<file path="src/rtl/mem_port_arbiter.sv">
// mem_port_arbiter: shares one variable-latency memory between I and D ports, D priority with I anti-starvation and a timeout watchdog
module mem_port_arbiter #(
  parameter int AW       = 32,
  parameter int DW       = 32,
  parameter int MAX_WAIT = 3,
  parameter int TIMEOUT  = 64
) (
  input  logic          clk,
  input  logic          reset,
  input  logic          i_req,
  input  logic [AW-1:0] i_addr,
  output logic [DW-1:0] i_rdata,
  output logic          i_ack,
  input  logic          d_req,
  input  logic          d_we,
  input  logic [AW-1:0] d_addr,
  input  logic [DW-1:0] d_wdata,
  output logic [DW-1:0] d_rdata,
  output logic          d_ack,
  output logic          m_req,
  output logic          m_we,
  output logic [AW-1:0] m_addr,
  output logic [DW-1:0] m_wdata,
  input  logic [DW-1:0] m_rdata,
  input  logic          m_ack,
  output logic          err,
  output logic          owner_d
);
  typedef enum logic [1:0] {IDLE, MEM, RESP} state_e;
  state_e state_q, state_d;
  logic [3:0] wait_cnt_q, wait_cnt_d;
  logic [7:0] tmo_cnt_q, tmo_cnt_d;
  logic owner_d_q, owner_d_d, m_req_q, m_req_d, m_we_q, m_we_d;
  logic i_ack_q, i_ack_d, d_ack_q, d_ack_d, err_q, err_d;
  logic [AW-1:0] m_addr_q, m_addr_d;
  logic [DW-1:0] m_wdata_q, m_wdata_d, i_rdata_q, i_rdata_d, d_rdata_q, d_rdata_d, rd;
  logic gnt_d, gnt_i, done;
  // D wins unless I has already lost MAX_WAIT contended rounds in a row
  assign gnt_d = d_req && (!i_req || wait_cnt_q != 4'(MAX_WAIT));
  assign gnt_i = i_req && !gnt_d;
  assign done  = m_ack || tmo_cnt_q == 8'(TIMEOUT - 1);
  assign rd    = (m_ack && !m_we_q) ? m_rdata : '0;
  always_comb begin
    state_d    = state_q;
    wait_cnt_d = wait_cnt_q;
    tmo_cnt_d  = tmo_cnt_q;
    owner_d_d  = owner_d_q;
    m_req_d    = m_req_q;
    m_we_d     = m_we_q;
    m_addr_d   = m_addr_q;
    m_wdata_d  = m_wdata_q;
    i_rdata_d  = i_rdata_q;
    d_rdata_d  = d_rdata_q;
    i_ack_d    = 1'b0;
    d_ack_d    = 1'b0;
    err_d      = 1'b0;
    unique case (state_q)
      IDLE: if (gnt_d || gnt_i) begin
        state_d    = MEM;
        m_req_d    = 1'b1;
        tmo_cnt_d  = '0;
        owner_d_d  = gnt_d;
        m_we_d     = gnt_d && d_we;
        m_addr_d   = gnt_d ? d_addr : i_addr;
        m_wdata_d  = gnt_d ? d_wdata : '0;
        wait_cnt_d = gnt_i ? '0 : i_req ? wait_cnt_q + 4'd1 : wait_cnt_q;
      end
      MEM: if (done) begin
        state_d   = RESP;
        m_req_d   = 1'b0;
        i_ack_d   = !owner_d_q;
        d_ack_d   = owner_d_q;
        err_d     = !m_ack;
        i_rdata_d = owner_d_q ? i_rdata_q : rd;
        d_rdata_d = owner_d_q ? rd : d_rdata_q;
      end else
        tmo_cnt_d = tmo_cnt_q + 8'd1;
      default: begin
        state_d   = IDLE;
        owner_d_d = 1'b0;
      end
    endcase
  end
  always_ff @(posedge clk or negedge reset)
    if (!reset) begin
      state_q    <= IDLE;
      wait_cnt_q <= '0;
      tmo_cnt_q  <= '0;
      owner_d_q  <= 1'b0;
      m_req_q    <= 1'b0;
      m_we_q     <= 1'b0;
      m_addr_q   <= '0;
      m_wdata_q  <= '0;
      i_rdata_q  <= '0;
      d_rdata_q  <= '0;
      i_ack_q    <= 1'b0;
      d_ack_q    <= 1'b0;
      err_q      <= 1'b0;
    end else begin
      state_q    <= state_d;
      wait_cnt_q <= wait_cnt_d;
      tmo_cnt_q  <= tmo_cnt_d;
      owner_d_q  <= owner_d_d;
      m_req_q    <= m_req_d;
      m_we_q     <= m_we_d;
      m_addr_q   <= m_addr_d;
      m_wdata_q  <= m_wdata_d;
      i_rdata_q  <= i_rdata_d;
      d_rdata_q  <= d_rdata_d;
      i_ack_q    <= i_ack_d;
      d_ack_q    <= d_ack_d;
      err_q      <= err_d;
    end
  assign i_rdata = i_rdata_q;
  assign i_ack   = i_ack_q;
  assign d_rdata = d_rdata_q;
  assign d_ack   = d_ack_q;
  assign m_req   = m_req_q;
  assign m_we    = m_we_q;
  assign m_addr  = m_addr_q;
  assign m_wdata = m_wdata_q;
  assign err     = err_q;
  assign owner_d = owner_d_q;
endmodule

</file>
<file path="config.mk">
export PLATFORM = sky130hd
export DESIGN_NAME = mem_port_arbiter
export DESIGN_NICKNAME = d
export VERILOG_FILES = /design/src/rtl/mem_port_arbiter.sv
export SDC_FILE = /design/constraint.sdc
export NUM_CORES = 1
export LEC_CHECK = 0
export BUFFER_PORTS_ARGS = -buffer_cell sky130_fd_sc_hd__buf_2
export CAP_MARGIN = 10
export CORE_AREA = 2 2 121 123
export CTS_CLUSTER_SIZE = 8
export DETAILED_ROUTE_END_ITERATION = 10
export DIE_AREA = 0 0 123 125
export HOLD_SLACK_MARGIN = 0.08
export PLACE_DENSITY = 0.79
export SLEW_MARGIN = 20
export SYNTH_ARGS = -nofsm -noshare
export SYNTH_HDL_FRONTEND = slang
export SYNTH_SLANG_ARGS = --single-unit
</file>
<file path="constraint.sdc">
create_clock -name clk -period 1.7 [get_ports clk]
set_input_delay 0 -clock clk [delete_from_list [all_inputs] [get_ports clk]]
set_output_delay 0 -clock clk [all_outputs]
set_load 0.01 [all_outputs]
</file>
Word level (Yosys, flattened, before mapping)
Cells that the tools add are included.
W data, S select, Z words.

operators by class
  reductions and logical operators = 23
  multipliers = 0
  equality and inequality tests = 6
  divide/modulo/power cells = 0
  shift-type cells = 0
  bitwise gates (word level) = 2
  add/sub/neg operators = 2
  multiplexer cells = 22
  $lt $le $gt $ge = 0

operators by type and width
  cell                   count
  $mux W32               3
  $mux W8                2
  $pmux W8 S2            1
  $reduce_and A3 Y1      5
  $mux W1                9
  $add A8 B1 Y8 const B  1
  $eq A8 B6 Y1 const B   1
  $mux W4                2
  $ne A2 B2 Y1 const B   3
  $reduce_and A2 Y1      3
  $logic_not A1 Y1       5
  $add A4 B1 Y4 const B  1
  $logic_and A1 B1 Y1    4
  $mux W2                2
  $ne A4 B2 Y1 const B   1
  $pmux W1 S2            2
  $pmux W2 S2            1
  $reduce_bool A2 Y1     2
  $logic_or A1 B1 Y1     3
  $eq A2 B1 Y1 const B   1
  $logic_not A2 Y1       1
  $not A1 Y1             2

storage, ports and cells
  bits of input ports = 134
  memories kept = 0
  output and inout port bits = 134
  latch bits = 0
  word-level logic and storage cells = 68
  ROM bits = 0
  bits in writable memories = 0
  bits in registers = 148

Longest topological paths before layout
  depth in word-level cells = 8
  mapped depth = 7
  depth with buffers taken out = 5

Worst setup path after synthesis
No wires, ideal clock.

  path kind = reg-to-reg
  start point = register tmo_cnt_q[0]
  end point = register i_rdata_q[10] (netlist: i_rdata[10])
  library setup time = 0.122 ns
  data required time = 1.578 ns
  setup slack = -0.025 ns
  data arrival time = 1.604 ns
  stages on the path, launching flop included = 7
  cell sequence = dfrtp_1 ha_1 nand3_2 nor4_2 o21ai_1 clkbuf_1 a32o_1

between the ends
  cells in the longest elaborated chain, start to end = 3

RTL lines
  what                         line  source
  start: declaration           32    logic [7:0] tmo_cnt_q, tmo_cnt_d;
  start signal: assignment     102   tmo_cnt_q <= tmo_cnt_d;
  $eq A8 B6 Y1                 41    assign done = m_ack || tmo_cnt_q == 8'(TIMEOUT - 1);
  $logic_or A1 B1 Y1           41
  $reduce_and A3 Y1 (no line)  n/a
  end signal: assignment       108   i_rdata_q <= i_rdata_d;
  end: declaration             36    logic [DW-1:0] m_wdata_q, m_wdata_d, i_rdata_q, i_rdata_d, d_rdata_q, d_rdata_d, rd;

Every way passes these cells.
A chain may end at the register's enable or synchronous reset.

Worst setup path after layout
  start point = register wait_cnt_q[0]
  end point = register m_addr_q[17] (netlist: m_addr[17])

between the ends
  cells in the longest elaborated chain, start to end = 7
  elaborated cells on any way between the ends = 8
  those cells by class = 1 x eq/ne; 1 x mux; 6 x reduce/logical

RTL lines
  what                         line  source
  start: declaration           31    logic [3:0] wait_cnt_q, wait_cnt_d;
  start signal: assignment     101   wait_cnt_q <= wait_cnt_d;
  $ne A4 B2 Y1 (*)             39    assign gnt_d = d_req && (!i_req || wait_cnt_q != 4'(MAX_WAIT));
  $logic_or A1 B1 Y1 (*)       39
  $logic_and A1 B1 Y1 (*)      39
  $logic_not A1 Y1             40    assign gnt_i = i_req && !gnt_d;
  $logic_and A1 B1 Y1          40
  $logic_or A1 B1 Y1           58    IDLE: if (gnt_d || gnt_i) begin
  $reduce_and A2 Y1 (no line)  n/a
  end signal: assignment       106   m_addr_q <= m_addr_d;
  end: declaration             35    logic [AW-1:0] m_addr_q, m_addr_d;

Mark *: on every way between the ends. The rest lies on a longest branch, timed or not.

==> impl_metrics.toml <==
[pwr]
p_int_mw = 10.3
swShare_pct = 36.3
power_leakage_nw = 4.90
switching_power_mw = 5.86
cellPowerDensity_nw_per_um2 = 1630
p_comb_share_pct = 40.1
peakVddDrop_mv = 0.819
clkPwrFrac_pct = 23.0
p_seq_share_pct = 36.9

[sta]
max_freq_mhz = 576
rsz0062_at_grt = "yes"
slew_violations = 0
fin_crit_sh_pct = 102
final-setup-viol-count = 11
fin_ws_ns = -0.0361
hold_viol = 0
clock_skew_ns = 0.0101
fin_crit_ns = 1.74
whs_ns = 0.134
maxSlewHeadroom_pct = 42.6
worstMarginPinSlew_ns = 0.858

[clocking]
cts.sinks = 148
htree_levels = 4
cts_buffers = 17
clk_latency_ns = 0.42
cts-root-buf = "clkbuf_16"
cts_tree = "done"
clockBufferDepth = 2
path_clk_slew_ns = 0.06

[synthesis]
postSynthAreaPerCell_um2 = 12.9
synth_area_um2 = 5840
synth-seq-cells = 148
ys_top_cells_by_area = "dfrtp_1 63%, a32o_1 11%, mux2i_1 5.5%"
syn_inst = 452
syn_nets = 588
yosysUniqueCellTypes = 36
synth.top_cell.area_share_pct = 63.4
yosysTopAreaCell = "dfrtp_1"
yosys_warnings = 0
ys_seq_area_share_pct = 63.4

[placement]
place_hpwl_um = 10300
placed_cell_area_um2 = 7570
place.gp.congestion = 0.803
io_buffers = 267
place_inst = 886

[setup_path]
slowest_delay_ns = 0.43
r2r-end = "m_addr[17]$_DFFE_PN0P_"
timing.rr.start = "wait_cnt_q[0]$_DFFE_PN0P_"
crit_path_end_kind = "flip-flop"
timing_worst_setup_path_type = "reg2reg"
worst_r2r_path_depth = 7
cp.arrival_ns = 2.02
path_delay_family = "flip-flops"
critPathLaunchType = "flip-flop"
critical_path.cell_chain = "ha_4 -> nand2b_4 -> o21ai_4 -> buf_12 -> buf_6 -> mux2i_1 -> o21ai_0"
regToRegSetupSlack_ns = -0.04
crit_buf_inv = 2
worstPathMaxFanout = 8
timing.critical_path.slowest_stage_cell = "dfrtp_1"
worstPathRequired_ns = 1.98

[detailed_routing]
via_count = 5897
drt-initial-drc-count = 339
drc = 0
drt_wl_total_um = 20900
wl_per_cell_um = 19.6
via_per_inst = 5.52
ant_nets = 0
firstDrtPassIters = 7

[run]
cap_violations = 0

[finish]
antennaDiodeCount = 0
stdcell_count = 1068
fin_nets = 1007
syn_to_final_growth_pct = 69.2
design_area_um2 = 9880
drive_gt1_share_pct = 40.7

[grt]
grt_start_max_net_pins = 77
grt_pass1_vias = 6020
grt_use_total_pct = 25.9
grt_remaining_overflow = 0
grt_pass1_wl_um = 30600
antenna_found_initial = 0

[hold_path]
hold_class = "in2async"

[floorplan]
dieArea_um2 = 15400
die_h_um = 125
ios = 268
start_util_pct = 41.1
fp-row-count = 44
core-area_um2 = 14200
die_x_um = 123

[status]
violations = "negative setup slack"
status = "complete, but fails checks"
[flip-flops by register name, summed over array words and instances (netlist names), 2 cells and up]
name	flops
state_q	2
i_rdata	32
tmo_cnt_q	8
m_addr	32
d_rdata	32
m_wdata	32
wait_cnt_q	4
[power groups by stage]
stage	Sequential (mW)	Clock (mW)	Combinational, mW
after global placement	5.85	0	5.51
after global routing	6.13	3.95	6.97
after CTS	5.84	3.76	5.91
after floorplan	6.53	0	2.35
after detailed placement	5.86	0	5.69
final	5.96	3.72	6.47
[per-stage QoR]
stage | TNS (ns) | setup slack, ns | util [%] | total power, mW
after CTS | 0 | 0.0212 | 66.8 | 15.5
final | -0.106 | -0.0361 | 69.6 | 16.1
after global routing | -4.34 | -0.0837 | 69.6 | 17.0
after global placement | 0 | 0.0652 | 53.3 | 11.4
after detailed placement | 0 | 0.0159 | 53.3 | 11.5
after floorplan | -0.0425 | -0.0133 | - | 8.88
[synthesized netlist by cell type, drive strengths merged]
master / instances
dfrtp: 148
a32o: 64
o21ai: 44
nand2: 40
a22o: 33
mux2i: 32
clkbuf: 28
buf: 9
nor2: 6
a21oi: 5
nand3: 5
nand2b: 4
o21a: 4
inv: 3
nor2b: 3
nor3: 3
a21boi: 2
a2bb2oi: 2
and2: 2
and3: 2
ha: 2
a21o: 1
nor3b: 1
nor4: 1
o211ai: 1
o21bai: 1
o2bb2ai: 1
o31ai: 1
o41a: 1
o41ai: 1
or2: 1
or4: 1
[layer usage]
metal  track usage [%]  vias up  part of all wire (%)
met5                 0        -                     0
met4              17.1        0                   5.8
met3              7.07       93                   8.5
met2              40.9      374                    49
met1              30.7     2855                    37
li1                  -     2575                     -
[kinds of logic (layout without fill, tap and decap cells)]
logic type      Yosys count  after routing  synth area share [%]
buf+inv                  40            472                  2.74
mux                      32             32                  5.49
compound gates          161            161                  22.3
flops                   148            148                  63.4
fa+ha+maj                 2              2                 0.429
simple gates             69             69                  5.57
[worst max-delay path by stage]
stage               cells after the start                       end                 startpoint  slack [ns]
CTS                                     6    m_addr[16]$_DFFE_PN0P_  wait_cnt_q[0]$_DFFE_PN0P_        0.02
global route                            8    m_wdata[5]$_DFFE_PN0P_  wait_cnt_q[0]$_DFFE_PN0P_       -0.08
finish                                  7    m_addr[17]$_DFFE_PN0P_  wait_cnt_q[0]$_DFFE_PN0P_       -0.04
floorplan                               5  tmo_cnt_q[5]$_DFFE_PN0P_   tmo_cnt_q[0]$_DFFE_PN0P_       -0.01
detailed placement                      6    m_addr[16]$_DFFE_PN0P_  wait_cnt_q[0]$_DFFE_PN0P_        0.02
global placement                        6    m_addr[16]$_DFFE_PN0P_  wait_cnt_q[0]$_DFFE_PN0P_        0.07
[placed cells by master (no fill, tap or decap), types with 5 or more instances in the layout]
cell and n:
o21ai_0 26, o21ai_1 13, mux2i_1 23, buf_12 9
buf_4 18, nor2_1 5, a21oi_1 5, buf_2 266
a32o_1 64, nand2_1 39, dlygate4sd3_1 134, dfrtp_1 148
clkbuf_16 23, mux2i_2 6, a22o_1 33
[timing repair]
item	in CTS	in global routing
setup buffers	0	8
endpoints found under the setup margin	1	102
gates resized for setup	0	39
cloned	0	8
hold buffers	134	0
pin swaps	1	7
hold endpoints to repair	285	0
[worst register-to-register path: cells and delay by family (launching register included)]
family / cells / cell delay, ns
and+or+nand+nor: 1 / 0.06
adders and majority gates: 1 / 0.18
muxes: 1 / 0.25
AOI/OAI and AO/OA: 2 / 0.34
buffers and inverters: 2 / 0.34
DFF: 1 / 0.43
[final cells by class]
cell class	count	area (um^2)
fillers	932	4320
flip-flops and latches	148	3700
repair buffers	437	3180
clock inverters	12	129
well taps	184	230
multi-input cells	264	2170
inverters	3	11.3
clock buffers	20	457
Note: power is estimated with default switching activity, not from simulation.
